### src/rtl/micro_pkg.sv
// Shared types and control-store address map
// for the microprogram sequencer.
package micro_pkg;

  typedef enum logic [2:0] {
    SEQ_NEXT  = 3'd0,
    SEQ_JUMP  = 3'd1,
    SEQ_DISP1 = 3'd2,
    SEQ_DISP2 = 3'd3,
    SEQ_CALL  = 3'd4,
    SEQ_RET   = 3'd5,
    SEQ_FETCH = 3'd6,
    SEQ_HALT  = 3'd7
  } useq_t;

  typedef enum logic [1:0] {
    ERR_NONE = 2'd0,
    ERR_OVF  = 2'd1,
    ERR_UNF  = 2'd2,
    ERR_TMO  = 2'd3
  } err_code_t;

  typedef enum logic [1:0] {
    ST_RUN  = 2'd0,
    ST_HALT = 2'd1,
    ST_ERR  = 2'd2
  } mode_t;

  localparam int FETCH_ADR   = 0;
  localparam int DISP1_DP    = 6;
  localparam int DISP1_MEM   = 2;
  localparam int DISP1_BR    = 9;
  localparam int DISP2_LDR   = 3;
  localparam int DISP2_STR   = 5;
  localparam int DISP2_DPREG = 7;
  localparam int DISP2_DPIMM = 8;

  // The trap address is the top of the control store.
  function automatic int err_adr(input int w);
    return (1 << w) - 1;
  endfunction

endpackage

### src/rtl/micro_return_stack.sv
// Micro-return address stack with push/pop/clear
// and full/empty flags.
module micro_return_stack
  import micro_pkg::*;
#(
  parameter int W     = 6,
  parameter int DEPTH = 2
) (
  input  logic         clk,
  input  logic         reset,
  input  logic         push,
  input  logic         pop,
  input  logic         clear,
  input  logic [W-1:0] din,
  output logic [W-1:0] top,
  output logic         full,
  output logic         empty
);

  localparam int SP_W = $clog2(DEPTH + 1);

  logic [W-1:0]    mem [DEPTH];
  logic [SP_W-1:0] sp;

  assign full  = (sp == SP_W'(DEPTH));
  assign empty = (sp == '0);

  always_comb begin
    top = '0;
    for (int i = 0; i < DEPTH; i++) begin
      if (SP_W'(i + 1) == sp) top = mem[i];
    end
  end

  always_ff @(posedge clk) begin
    if (reset) begin
      sp <= '0;
      for (int i = 0; i < DEPTH; i++) mem[i] <= '0;
    end else if (clear) begin
      sp <= '0;
    end else if (push && !full) begin
      for (int i = 0; i < DEPTH; i++) begin
        if (SP_W'(i) == sp) mem[i] <= din;
      end
      sp <= sp + 1'b1;
    end else if (pop && !empty) begin
      sp <= sp - 1'b1;
    end
  end

endmodule

### src/rtl/microcode_sequencer.sv
// Control-store address sequencer for the multicycle
// control unit: branch, dispatch, call/return, stall.
module microcode_sequencer
  import micro_pkg::*;
#(
  parameter int UADDR_W     = 6,
  parameter int STACK_DEPTH = 2,
  parameter int TIMEOUT     = 15
) (
  input  logic               clk,
  input  logic               reset,
  input  logic [2:0]         useq,
  input  logic [UADDR_W-1:0] ujump,
  input  logic [1:0]         Op,
  input  logic [5:0]         Funct,
  input  logic               mem_req,
  input  logic               mem_ready,
  output logic [UADDR_W-1:0] uadr,
  output logic               stalled,
  output logic               instr_done,
  output logic               halted,
  output logic               err,
  output logic [1:0]         err_code
);

  localparam logic [UADDR_W-1:0] A_ERR =
    UADDR_W'(err_adr(UADDR_W));
  localparam logic [UADDR_W-1:0] A_FETCH =
    UADDR_W'(FETCH_ADR);

  mode_t              mode, mode_n;
  err_code_t          code, code_n;
  logic [UADDR_W-1:0] uadr_n, uadr_inc;
  logic [7:0]         cnt, cnt_n;
  logic               done_n;
  logic               push, pop, clr;
  logic [UADDR_W-1:0] stk_top;
  logic               stk_full, stk_empty;

  assign uadr_inc   = uadr + 1'b1;
  assign halted     = (mode == ST_HALT);
  assign err        = (mode == ST_ERR);
  assign err_code   = code;
  assign stalled    = mem_req && !mem_ready &&
                      !halted && !err;

  micro_return_stack #(
    .W     (UADDR_W),
    .DEPTH (STACK_DEPTH)
  ) u_stack (
    .clk   (clk),
    .reset (reset),
    .push  (push),
    .pop   (pop),
    .clear (clr),
    .din   (uadr_inc),
    .top   (stk_top),
    .full  (stk_full),
    .empty (stk_empty)
  );

  always_ff @(posedge clk) begin
    if (reset) begin
      mode       <= ST_RUN;
      code       <= ERR_NONE;
      uadr       <= A_FETCH;
      cnt        <= '0;
      instr_done <= 1'b0;
    end else begin
      mode       <= mode_n;
      code       <= code_n;
      uadr       <= uadr_n;
      cnt        <= cnt_n;
      instr_done <= done_n;
    end
  end

  always_comb begin
    mode_n = mode;
    code_n = code;
    uadr_n = uadr;
    cnt_n  = cnt;
    done_n = 1'b0;
    push   = 1'b0;
    pop    = 1'b0;
    clr    = 1'b0;
    if (mode == ST_RUN) begin
      if (stalled) begin
        // The cycle that completes TIMEOUT stalls traps.
        if (cnt >= 8'(TIMEOUT - 1)) begin
          mode_n = ST_ERR;
          code_n = ERR_TMO;
          uadr_n = A_ERR;
        end else if (cnt != 8'hFF) begin
          cnt_n = cnt + 8'd1;
        end
      end else begin
        cnt_n = '0;
        unique case (useq_t'(useq))
          SEQ_NEXT: uadr_n = uadr_inc;
          SEQ_JUMP: uadr_n = ujump;
          SEQ_DISP1: begin
            unique case (Op)
              2'b00: uadr_n = UADDR_W'(DISP1_DP);
              2'b01: uadr_n = UADDR_W'(DISP1_MEM);
              2'b10: uadr_n = UADDR_W'(DISP1_BR);
              default: uadr_n = A_ERR;
            endcase
          end
          SEQ_DISP2: begin
            unique case (1'b1)
              (Op == 2'b01):
                uadr_n = Funct[0] ?
                  UADDR_W'(DISP2_LDR) :
                  UADDR_W'(DISP2_STR);
              (Op == 2'b00):
                uadr_n = Funct[5] ?
                  UADDR_W'(DISP2_DPIMM) :
                  UADDR_W'(DISP2_DPREG);
              default: uadr_n = A_ERR;
            endcase
          end
          SEQ_CALL: begin
            if (stk_full) begin
              mode_n = ST_ERR;
              code_n = ERR_OVF;
              uadr_n = A_ERR;
            end else begin
              push   = 1'b1;
              uadr_n = ujump;
            end
          end
          SEQ_RET: begin
            if (stk_empty) begin
              mode_n = ST_ERR;
              code_n = ERR_UNF;
              uadr_n = A_ERR;
            end else begin
              pop    = 1'b1;
              uadr_n = stk_top;
            end
          end
          SEQ_FETCH: begin
            clr    = 1'b1;
            uadr_n = A_FETCH;
            done_n = 1'b1;
          end
          SEQ_HALT: mode_n = ST_HALT;
          default: uadr_n = uadr;
        endcase
      end
    end
  end

endmodule

### config.mk
export PLATFORM = sky130hd
export DESIGN_NAME = microcode_sequencer
export DESIGN_NICKNAME = d
export VERILOG_FILES = /design/src/rtl/micro_pkg.sv /design/src/rtl/micro_return_stack.sv /design/src/rtl/microcode_sequencer.sv
export SDC_FILE = /design/constraint.sdc
export NUM_CORES = 1
export LEC_CHECK = 0
export ABC_AREA = 0
export BUFFER_PORTS_ARGS = -buffer_cell sky130_fd_sc_hd__buf_2
export CAP_MARGIN = 20
export CELL_PAD_IN_SITES_DETAIL_PLACEMENT = 1
export CELL_PAD_IN_SITES_GLOBAL_PLACEMENT = 1
export CORE_UTILIZATION = 38
export CTS_CLUSTER_SIZE = 30
export DETAILED_ROUTE_END_ITERATION = 12
export PLACE_DENSITY_LB_ADDON = 0.1
export SYNTH_ARGS = -nofsm -noshare
export SYNTH_HDL_FRONTEND = slang
export SYNTH_SLANG_ARGS = --single-unit
### constraint.sdc
create_clock -name clk -period 1.8 [get_ports clk]
set_input_delay 0.09 -clock clk [delete_from_list [all_inputs] [get_ports clk]]
set_output_delay 0.09 -clock clk [all_outputs]
set_load 0.005 [all_outputs]
==> results.cfg <==
[outcome]
status = finished clean

[critical_path]
critical_path_class = flop to flop
required_ps = 2000
cp.depth = 7
cp_max_fo = 4
rr_endpoint = err_code[0]
crit_start = u_stack.sp[0]
critPathSlowestCell = a2111oi_2
worst_setup_path_start_kind = flop
critical_path_arrival_ps = 1900
end_kind = flop
path_cells = inv_1, ha_2, mux2i_1, a2111oi_2, o21a_1, nor2_1, a311oi_1
crit_buf_inv = 1
reg2reg_from = u_stack.sp[0]
crit_family = compound AO/OA/AOI/OAI gates
crit_end = err_code[0]
reg2regPathDepth = 7
cpPeakStageDelay_ps = 380
r2r_setup_slack_ps = 110

[route]
drt-wirelength-per-cell_um = 16.7
dr.pass1.iters = 4
route.vias.total = 1934
ant_nets = 0
drc_errors = 0
first_iter_violations = 41
viasPerCell = 5.40
wl_um = 5990

[global_route]
grt.total_usage_pct = 21.6
grt_overflow = 0
grt_pass1_vias = 2030
antenna_found_initial = 0
grt_max_degree = 20
grt_pass1_wl_um = 9980

[logic_synthesis]
avgSynthCellArea_um2 = 8.71
seq_area_frac_synth_pct = 37.1
syn_nets = 274
synth_area_um2 = 2110
yosys-top-cells-area = dfxtp_1 (20%), edfxtp_1 (17%), ha_1 (6.5%)
yosys_warnings = 0
ys_types = 51
synth-seq-cells = 33
synth_area_leader_cell = dfxtp_1
syn_inst = 242
async_flop_share_pct = 0
dominantRegCellSynth = dfxtp_1
synth-edff-count = 12
synth_most_common_cell = nor2_1
synth_top_cell_area_share_pct = 20.0
yosys-top-cells-count = nor2_1 (22), dfxtp_1 (21), nand2_1 (19)

[timing]
timing.final.ws_setup_ps = 105
fmax_mhz = 590
final_hold_viol_count = 0
fin_crit_ps = 1690
report.final.setup_viol = 0
slew_viol_final = 0
rsz0062_at_grt = yes
period_share_pct = 94.1
slew_headroom_pct = 72.2
tightestPinTransition_ps = 414
clock_skew_ps = 5.73

[place]
preCtsSetupSlack_ps = 10.5
placement.io_buffers = 28
dp.cells = 350
dp.final_hpwl_um = 4640
place.gp.congestion = 0.812
placed_cell_area_um2 = 2450

[clocking]
clockBufferDepth = 2
worstSkewPairLatency_ps = 280
ctsHoldBuffers = 0
root_buffer = clkbuf_8
cts_max_level = 2
cts_inserted_buffers = 5
cts.clk_slew.worst_paths_ps = 80
post_cts_buffers = 0
cts_tree = done
cts.sinks = 33

[floorplanning]
rows = 26
start_util_pct = 40.2
die_h_um = 76.5
coreArea_um2 = 5240
fp.dieArea_um2 = 5850
pin_count = 33
dieWidth_um = 76.5

[cells_and_area]
nets = 319
num-fill-cells = 647
multi_input_area_um2 = 1250
register_area_um2 = 783
fin_cells = 358
final_util_pct = 49.3
diodes = 0
design_area_um2 = 2580
drive_above_1_share_pct = 27.8
syn2layout_area_growth_pct = 22.6

[pwr]
power_density_nw_per_um2 = 780
ir_drop_v = 0.000366
leakage_nw = 1.07

[hold_path]
whs_path_depth = 3
holdCritPathClass = primary input to flop

[job]
drv_cap = 0
timing repair:
action	in CTS	in global routing
gates resized for setup	1	7
pin swaps	0	3
endpoints found under the setup margin	1	30
metal layers:
metal / up-vias / wire length, um / track usage [%]
met3: 5 / 153 / 3.47
met4: 0 / 30 / 4.04
li1: 974 / - / -
met5: - / 0 / 0
met2: 29 / 2880 / 37.7
met1: 926 / 2930 / 28.2
power breakdown:
group / internal [mW] / leakage (nW) / switching [mW] / total, mW
Combinational: 0.188 / 0.716 / 0.264 / 0.452
Sequential: 0.815 / 0.297 / 0.0365 / 0.851
Clock: 0.414 / 0.0543 / 0.297 / 0.711
Total: 1.42 / 1.07 / 0.597 / 2.01
tightest hold or removal path: cells and delay by family:
family / cells / cell delay [ps]
AOI/OAI and AO/OA: 2 / 190
buffers and inverters: 1 / 120
logic make-up after synthesis:
family / synth area share, %
buffers and inverters: 4.39
multiplexers: 0.950
AND/OR/NAND/NOR: 22.2
AO/OA/AOI/OAI: 25.1
XOR/XNOR: 3.74
adder cells (fa/ha/maj): 6.53
flip-flops: 37.1
cell usage in the layout (no fill, tap or decap), types with 3 or more instances in the layout:
master,instances
dfxtp_1,19
clkbuf_8,5
nand2b_1,6
and3_1,3
o21ai_0,15
a31oi_1,14
nand3_1,8
a21o_1,3
o211ai_1,4
edfxtp_1,12
nor2b_1,5
buf_4,22
nor3_1,10
a21oi_1,12
nand3b_1,4
nor2_1,22
inv_1,11
buf_2,28
xnor2_1,7
nand2_1,19
ha_1,9
final cells by class:
class                      count  share of cell area [%]
inverter                      11                    1.60
sequential                    33                    30.3
multi-input combinational    186                    48.4
tap                           70                    3.39
timing repair buffer          50                    11.8
clock inverter                 3                    1.79
clock buffer                   5                    2.66
state kept, by name, summed over array words and instances (netlist names):
name / cells
u_stack.mem: 12
cnt: 8
uadr: 6
err_code: 2
mode: 2
u_stack.sp: 2
instr_done: 1
worst min path at each step:
stage / startpoint / endpoint / slack [ps]
2_1_floorplan: useq[1] / instr_done / 270
3_3_place_gp: useq[1] / u_stack.sp[0] / 410
3_5_place_dp: useq[1] / u_stack.sp[0] / 460
4_1_cts: useq[1] / u_stack.sp[0] / 150
5_1_grt: useq[1] / u_stack.sp[0] / 170
6_report: useq[1] / u_stack.sp[0] / 160
metrics by stage:
stage	hold slack, ps	setup TNS (ps)	total power, mW
after floorplan	270	0	1.13
after global placement	413	0	1.30
after detailed placement	464	0	1.31
after CTS	150	0	2.02
after global routing	166	-9.80	2.11
final	157	0	2.01
No activity file was read; power rests on OpenSTA's default activity.
